## config.mk

```make
export PLATFORM = sky130hd
export DESIGN_NAME = pipe_stage_sequencer_flat
export DESIGN_NICKNAME = d
export VERILOG_FILES = /design/src/rtl/pipe_stage_sequencer_if.sv /design/src/rtl/pipe_stage_sequencer.sv /design/src/flat_wrapper.sv
export SDC_FILE = /design/constraint.sdc
export NUM_CORES = 1
export LEC_CHECK = 0
export BUFFER_PORTS_ARGS = -buffer_cell sky130_fd_sc_hd__buf_4
export CORE_MARGIN = 2
export CORE_UTILIZATION = 40
export CTS_BUF_LIST = sky130_fd_sc_hd__clkbuf_4
export DETAILED_ROUTE_END_ITERATION = 8
export GPL_TIMING_DRIVEN = 0
export PLACE_DENSITY = 0.69
export SYNTH_ARGS = -nofsm -noshare
export SYNTH_HDL_FRONTEND = slang
export SYNTH_SLANG_ARGS = --single-unit
```

## constraint.sdc

```tcl
create_clock -name clk -period 4.9 [get_ports clk]
set_input_delay 0.98 -clock clk [delete_from_list [all_inputs] [get_ports clk]]
set_output_delay 0.98 -clock clk [all_outputs]
set_load 0.02 [all_outputs]
```

## src/rtl/pipe_stage_sequencer_if.sv

```systemverilog
// Bundle of datapath-facing signals for pipe_stage_sequencer.
// The master drives instruction index, stall and flush; the slave (sequencer) drives enables and status.
interface pipe_stage_sequencer_if #(
    parameter int WIDTH      = 32,
    parameter int NUM_STAGES = 4,
    parameter int CNT_W      = 16
);
    logic [WIDTH-1:0]      curr_inst;
    logic                  stall;
    logic                  flush;
    logic [NUM_STAGES-1:0] stage_open;
    logic                  is_load_PC;
    logic                  halted;
    logic [1:0]            curr_state;
    logic [3:0]            stage_idx;
    logic [CNT_W-1:0]      inst_count;

    modport master (
        output curr_inst, stall, flush,
        input  stage_open, is_load_PC, halted, curr_state, stage_idx, inst_count
    );

    modport slave (
        input  curr_inst, stall, flush,
        output stage_open, is_load_PC, halted, curr_state, stage_idx, inst_count
    );
endinterface

```

## src/rtl/pipe_stage_sequencer.sv

```systemverilog
// Multicycle pipeline sequencer: walks one-hot stage enables, dwells for write-back,
// then pulses a PC load; supports stall, flush, sticky halt past the program end and a retire counter.
module pipe_stage_sequencer #(
    parameter int WIDTH               = 32,
    parameter int INSTRACTION_NUMBERS = 16,
    parameter int NUM_STAGES          = 4,
    parameter int WB_CYCLES           = 1,
    parameter int CNT_W               = 16
) (
    input  logic                        clk,
    input  logic                        rst,
    pipe_stage_sequencer_if.slave       bus
);

    typedef enum logic [1:0] {
        S_STAGE   = 2'd0,
        S_WRITE   = 2'd1,
        S_LOAD_PC = 2'd2,
        S_HALT    = 2'd3
    } state_t;

    localparam logic [3:0]       LAST_STAGE = 4'(NUM_STAGES - 1);
    localparam logic [3:0]       LAST_WB    = (WB_CYCLES > 0) ? 4'(WB_CYCLES - 1) : 4'd0;
    localparam logic [WIDTH-1:0] INST_LIMIT = WIDTH'(INSTRACTION_NUMBERS);

    state_t                state, state_n;
    logic [3:0]            stage_idx, stage_idx_n;
    logic [3:0]            wb_cnt, wb_cnt_n;
    logic [CNT_W-1:0]      inst_count, inst_count_n;
    logic [NUM_STAGES-1:0] stage_open;
    logic                  load_pc;
    logic                  inst_ok;

    always_ff @(posedge clk) begin
        if (rst) begin
            state      <= S_STAGE;
            stage_idx  <= 4'd0;
            wb_cnt     <= 4'd0;
            inst_count <= '0;
        end else begin
            state      <= state_n;
            stage_idx  <= stage_idx_n;
            wb_cnt     <= wb_cnt_n;
            inst_count <= inst_count_n;
        end
    end

    // Outputs depend only on registered state plus stall and curr_inst, so they appear in the same cycle.
    always_comb begin
        state_n      = state;
        stage_idx_n  = stage_idx;
        wb_cnt_n     = wb_cnt;
        inst_count_n = inst_count;
        stage_open   = '0;
        load_pc      = 1'b0;
        inst_ok      = (bus.curr_inst < INST_LIMIT);

        if (!bus.stall) begin
            if (state == S_STAGE) begin
                stage_open = NUM_STAGES'(1) << stage_idx;
            end
            if (state == S_LOAD_PC && inst_ok) begin
                load_pc = 1'b1;
            end
        end

        if (bus.flush) begin
            state_n     = S_STAGE;
            stage_idx_n = 4'd0;
            wb_cnt_n    = 4'd0;
        end else if (!bus.stall) begin
            case (state)
                S_STAGE: begin
                    if (stage_idx < LAST_STAGE) begin
                        stage_idx_n = stage_idx + 4'd1;
                    end else if (WB_CYCLES > 0) begin
                        state_n  = S_WRITE;
                        wb_cnt_n = 4'd0;
                    end else begin
                        state_n = S_LOAD_PC;
                    end
                end
                S_WRITE: begin
                    wb_cnt_n = wb_cnt + 4'd1;
                    if (wb_cnt == LAST_WB) begin
                        state_n = S_LOAD_PC;
                    end
                end
                S_LOAD_PC: begin
                    if (inst_ok) begin
                        state_n     = S_STAGE;
                        stage_idx_n = 4'd0;
                        if (inst_count != {CNT_W{1'b1}}) begin
                            inst_count_n = inst_count + 1'b1;
                        end
                    end else begin
                        state_n = S_HALT;
                    end
                end
                default: begin
                    state_n = S_HALT;
                end
            endcase
        end
    end

    assign bus.stage_open = stage_open;
    assign bus.is_load_PC = load_pc;
    assign bus.halted     = (state == S_HALT);
    assign bus.curr_state = state;
    assign bus.stage_idx  = stage_idx;
    assign bus.inst_count = inst_count;

endmodule

```

## src/flat_wrapper.sv

```systemverilog
// flat-port wrapper written by rule: the top's interface ports become plain ports
module pipe_stage_sequencer_flat 
#(
    parameter int WIDTH               = 32,
    parameter int INSTRACTION_NUMBERS = 16,
    parameter int NUM_STAGES          = 4,
    parameter int WB_CYCLES           = 1,
    parameter int CNT_W               = 16
)
  (clk, rst, bus_curr_inst, bus_stall, bus_flush, bus_stage_open, bus_is_load_PC, bus_halted, bus_curr_state, bus_stage_idx, bus_inst_count);
  pipe_stage_sequencer_if #(.WIDTH(WIDTH), .NUM_STAGES(NUM_STAGES), .CNT_W(CNT_W)) bus_i ();
  input  logic clk;
  input  logic rst;
  input wire logic [$bits(bus_i.curr_inst)-1:0] bus_curr_inst;
  input wire logic [$bits(bus_i.stall)-1:0] bus_stall;
  input wire logic [$bits(bus_i.flush)-1:0] bus_flush;
  output wire logic [$bits(bus_i.stage_open)-1:0] bus_stage_open;
  output wire logic [$bits(bus_i.is_load_PC)-1:0] bus_is_load_PC;
  output wire logic [$bits(bus_i.halted)-1:0] bus_halted;
  output wire logic [$bits(bus_i.curr_state)-1:0] bus_curr_state;
  output wire logic [$bits(bus_i.stage_idx)-1:0] bus_stage_idx;
  output wire logic [$bits(bus_i.inst_count)-1:0] bus_inst_count;
  assign bus_i.curr_inst = bus_curr_inst;
  assign bus_i.stall = bus_stall;
  assign bus_i.flush = bus_flush;
  assign bus_stage_open = bus_i.stage_open;
  assign bus_is_load_PC = bus_i.is_load_PC;
  assign bus_halted = bus_i.halted;
  assign bus_curr_state = bus_i.curr_state;
  assign bus_stage_idx = bus_i.stage_idx;
  assign bus_inst_count = bus_i.inst_count;
  pipe_stage_sequencer #(.WIDTH(WIDTH), .INSTRACTION_NUMBERS(INSTRACTION_NUMBERS), .NUM_STAGES(NUM_STAGES), .WB_CYCLES(WB_CYCLES), .CNT_W(CNT_W)) u_core (.clk(clk), .rst(rst), .bus(bus_i));
endmodule
```

==> summary.md <==
| Metric | Value |
|---|---|
| Crit path kind | `in2out` |
| Final ANT Viol Nets | `0` |
| Hold_buf cts | `0` |
| Combinational fraction of design power | `10.7%` |
| Cells after DPL | `290` |
| Final hold vios | `0` |
| Crit path required time | `3920 ps` |
| Setup TNS | `0 ps` |
| Pwr Density | `172 mW/mm²` |
| Starting Density | `41.1%` |
| Area share of the largest cell type after synthesis | `35.1%` |
| Crit path cell chain | `buf_4 -> nor4_1 -> nand4_1 -> nor3_1 -> nand2_1 -> inv_1 -> buf_4` |
| Slew headroom | `45.7%` |
| P_sw | `0.0000829 W` |
| Die Y | `64.9 µm` |
| ANT cells | `0` |
| TritonRoute pass-1 iters | `4` |
| Status | `complete, no violations` |
| Lkg Pwr | `0.775 nW` |
| Seq/Total Area, Yosys | `35.1%` |
| Residual DRC | `0` |
| Port bufs | `59` |
| Post-cts resize count | `0` |
| Slew Limit Fails | `0` |
| YS warnings | `0` |
| Final #Nets | `287` |
| VDD IR max | `98.4 µV` |
| Later-pin clock latency in the skew report | `330 ps` |
| Pint | `0.000264 W` |
| Total track usage | `18.6%` |
| Synth Net Count | `223` |
| Ys async rst share | `0%` |
| Synth area leaders | `dfxtp_1 35%, a21oi_1 4.7%, nor4_1 4.2%` |
| Mapped Cells | `183` |
| WL final | `3890 µm` |
| Fillers | `356` |
| CTS Sinks | `26` |
| TritonCTS clock tree | `done` |
| Iteration-0 DRC Markers | `107` |
| CP max FO | `6` |
| Site row count | `22` |
| Avg Cell Area, Syn | `8.10 µm²` |
| Core Area | `0.00361 mm²` |
| Largest area contributor in the netlist | `dfxtp_1` |
| Ports | `64` |
| Fraction of layout cells with a size suffix above 1 | `27.6%` |
| Via Count | `1,668` |
| Gr ovfl total | `0` |
| Final min period | `3420 ps` |
| RSZ-0062 raised after global routing | `false` |
| Clock Tree Root | `clkbuf_4` |
| Final Skew | `7.21 ps` |
| Main synth FF type | `dfxtp_1` |
| Clock Power Share | `27.9%` |
| Die area | `0.00421 mm²` |
| Vias in the first global route | `1,493` |
| Final setup fails | `0` |
| Finished Layout Cells | `294` |
| Inserted Clock Buffers | `3` |
| Max Fclk | `0.292 GHz` |
| Initial antenna violation count | `0` |
| Synth cell types | `42` |
| CTS clock-pin slew for the worst setup and hold paths | `150 ps` |
| Crit. End Element | `primary output` |
| Hpwl dp | `2960 µm` |
| Period utilization | `69.8%` |
| Gpl congestion | `0.801` |
| Largest net degree at the start of global routing | `15` |
| Flop pwr share | `61.5%` |
| Die Span X | `64.9 µm` |
| Largest stage delay, worst path | `360 ps` |
| Avg Vias per Cell | `5.67` |
| Sw frac | `23.9%` |
| Postcts setup bufs | `0` |
| Synth Cell Area | `0.00148 mm²` |
| Max Cap Viol | `0` |
| Seq cells post-synth | `26` |
| Worst slew pin tran | `807 ps` |
| Critical-path cell with the highest stage delay | `nor4_1` |
| Worst path most repeated cell | `buf_4` |
| Wire per inst | `13.2 µm` |
| Area delta synth->final | `35.7%` |
| H-tree depth | `1` |
| Worst hold path class | `reg2reg` |
| Post-synth EDFFs | `0` |
| CTS max path bufs | `2` |
| First-pass GRT wire length | `6390 µm` |
| Crit path arrival time | `2440 ps` |
| Crit path launch type | `input pin` |
## sequential cells by signal, indices dropped and copies added, names as in the netlist
| signal | count |
|---|---|
| u_core.bus.curr_state | 2 |
| u_core.bus.inst_count | 16 |
| u_core.bus.stage_idx | 4 |
| u_core.wb_cnt | 4 |
## worst max-delay path, delay by kind of cell
family / cells / cell delay [ps]
AND/OR/NAND/NOR: 4 / 1140
buffers and inverters: 3 / 320
## metrics by stage
step	hold WS [ps]	area, µm²	power [W]	utilization [%]	worst slack [ps]
finish	521	2010	0.000347	55.8	1480
global route	565	2010	0.000362	55.8	1210
CTS	529	2010	0.000348	55.8	1460
detailed placement	510	1980	0.000255	55.0	1460
global placement	500	1980	0.000254	55.0	1520
floorplan	480	1480	0.000229	-	1730
## cell usage after synthesis, types with 2 or more instances
cell type  instances
dfxtp_1           26
a21oi_1           14
nand2_1           12
nor2_1            12
inv_1             10
nor4_1            10
nand4_1            9
nor3_1             8
or4_1              8
nand3_1            7
and3_1             6
o31ai_1            6
or3_1              6
clkbuf_1           5
ha_1               4
o21ai_1            4
nand4b_1           3
o21ai_0            3
and4_1             2
mux2i_1            2
nor4b_1            2
o41ai_1            2
xnor2_1            2
xor2_1             2
## cell families after synthesis
logic type      after synthesis  share of synthesized area [%]
compound gates               39                           17.2
mux                           2                           1.35
flops                        26                           35.1
buf+inv                      16                           4.14
simple gates                 92                           36.4
fa+ha+maj                     4                           3.38
xor+xnor                      4                           2.37
## worst paths after layout
path / slack (ps) / to / cells after the start / startpoint
min reg2reg: 520 / u_core.bus.inst_count[7] / 2 / u_core.bus.inst_count[7]
max reg2reg: 2360 / u_core.bus.inst_count[14] / 6 / u_core.bus.curr_state[1]
max: 1480 / bus_is_load_PC / 7 / bus_curr_inst[27]
min: 520 / u_core.bus.inst_count[7] / 2 / u_core.bus.inst_count[7]
## final cells by class
cell class              instances  area, µm²  area share (%)
plain buffers                   6       23.8            1.18
clock buffers                   3       22.5            1.12
clock inverters                 1       3.75           0.187
inverters                      10       37.5            1.87
multi-input cells             141        900            44.7
flip-flops and latches         26        520            25.9
well taps                      48       60.1            2.99
repair buffers                 59        443            22.0
## cell usage in the layout, fill, tap and decap left out, types with 6 or more instances in the layout
| cell type | n |
|---|---|
| nand3_1 | 7 |
| and3_1 | 6 |
| a21oi_1 | 14 |
| nor3_1 | 8 |
| nand2_1 | 12 |
| nand4_1 | 9 |
| or4_1 | 8 |
| nor2_1 | 12 |
| nor4_1 | 10 |
| dfxtp_1 | 26 |
| o31ai_1 | 6 |
| buf_4 | 59 |
| inv_1 | 10 |
| or3_1 | 6 |
## power groups by stage
stage	logic (W)	registers, W	clock network [W]
finish	0.0000370	0.000213	0.0000966
global route	0.0000399	0.000214	0.000108
CTS	0.0000371	0.000213	0.0000979
detailed placement	0.0000371	0.000218	0
global placement	0.0000366	0.000218	0
floorplan	0.0000111	0.000218	0
## per-layer routing
metal  global-route usage (%)  vias up  wire length (µm)
li1                         -      831                 -
met1                     24.1      756              1810
met2                     33.0       76              1760
met3                     2.08        5               278
met4                     3.99        0                42
met5                        0        -                 0
Note: power is estimated with default switching activity, not from simulation.
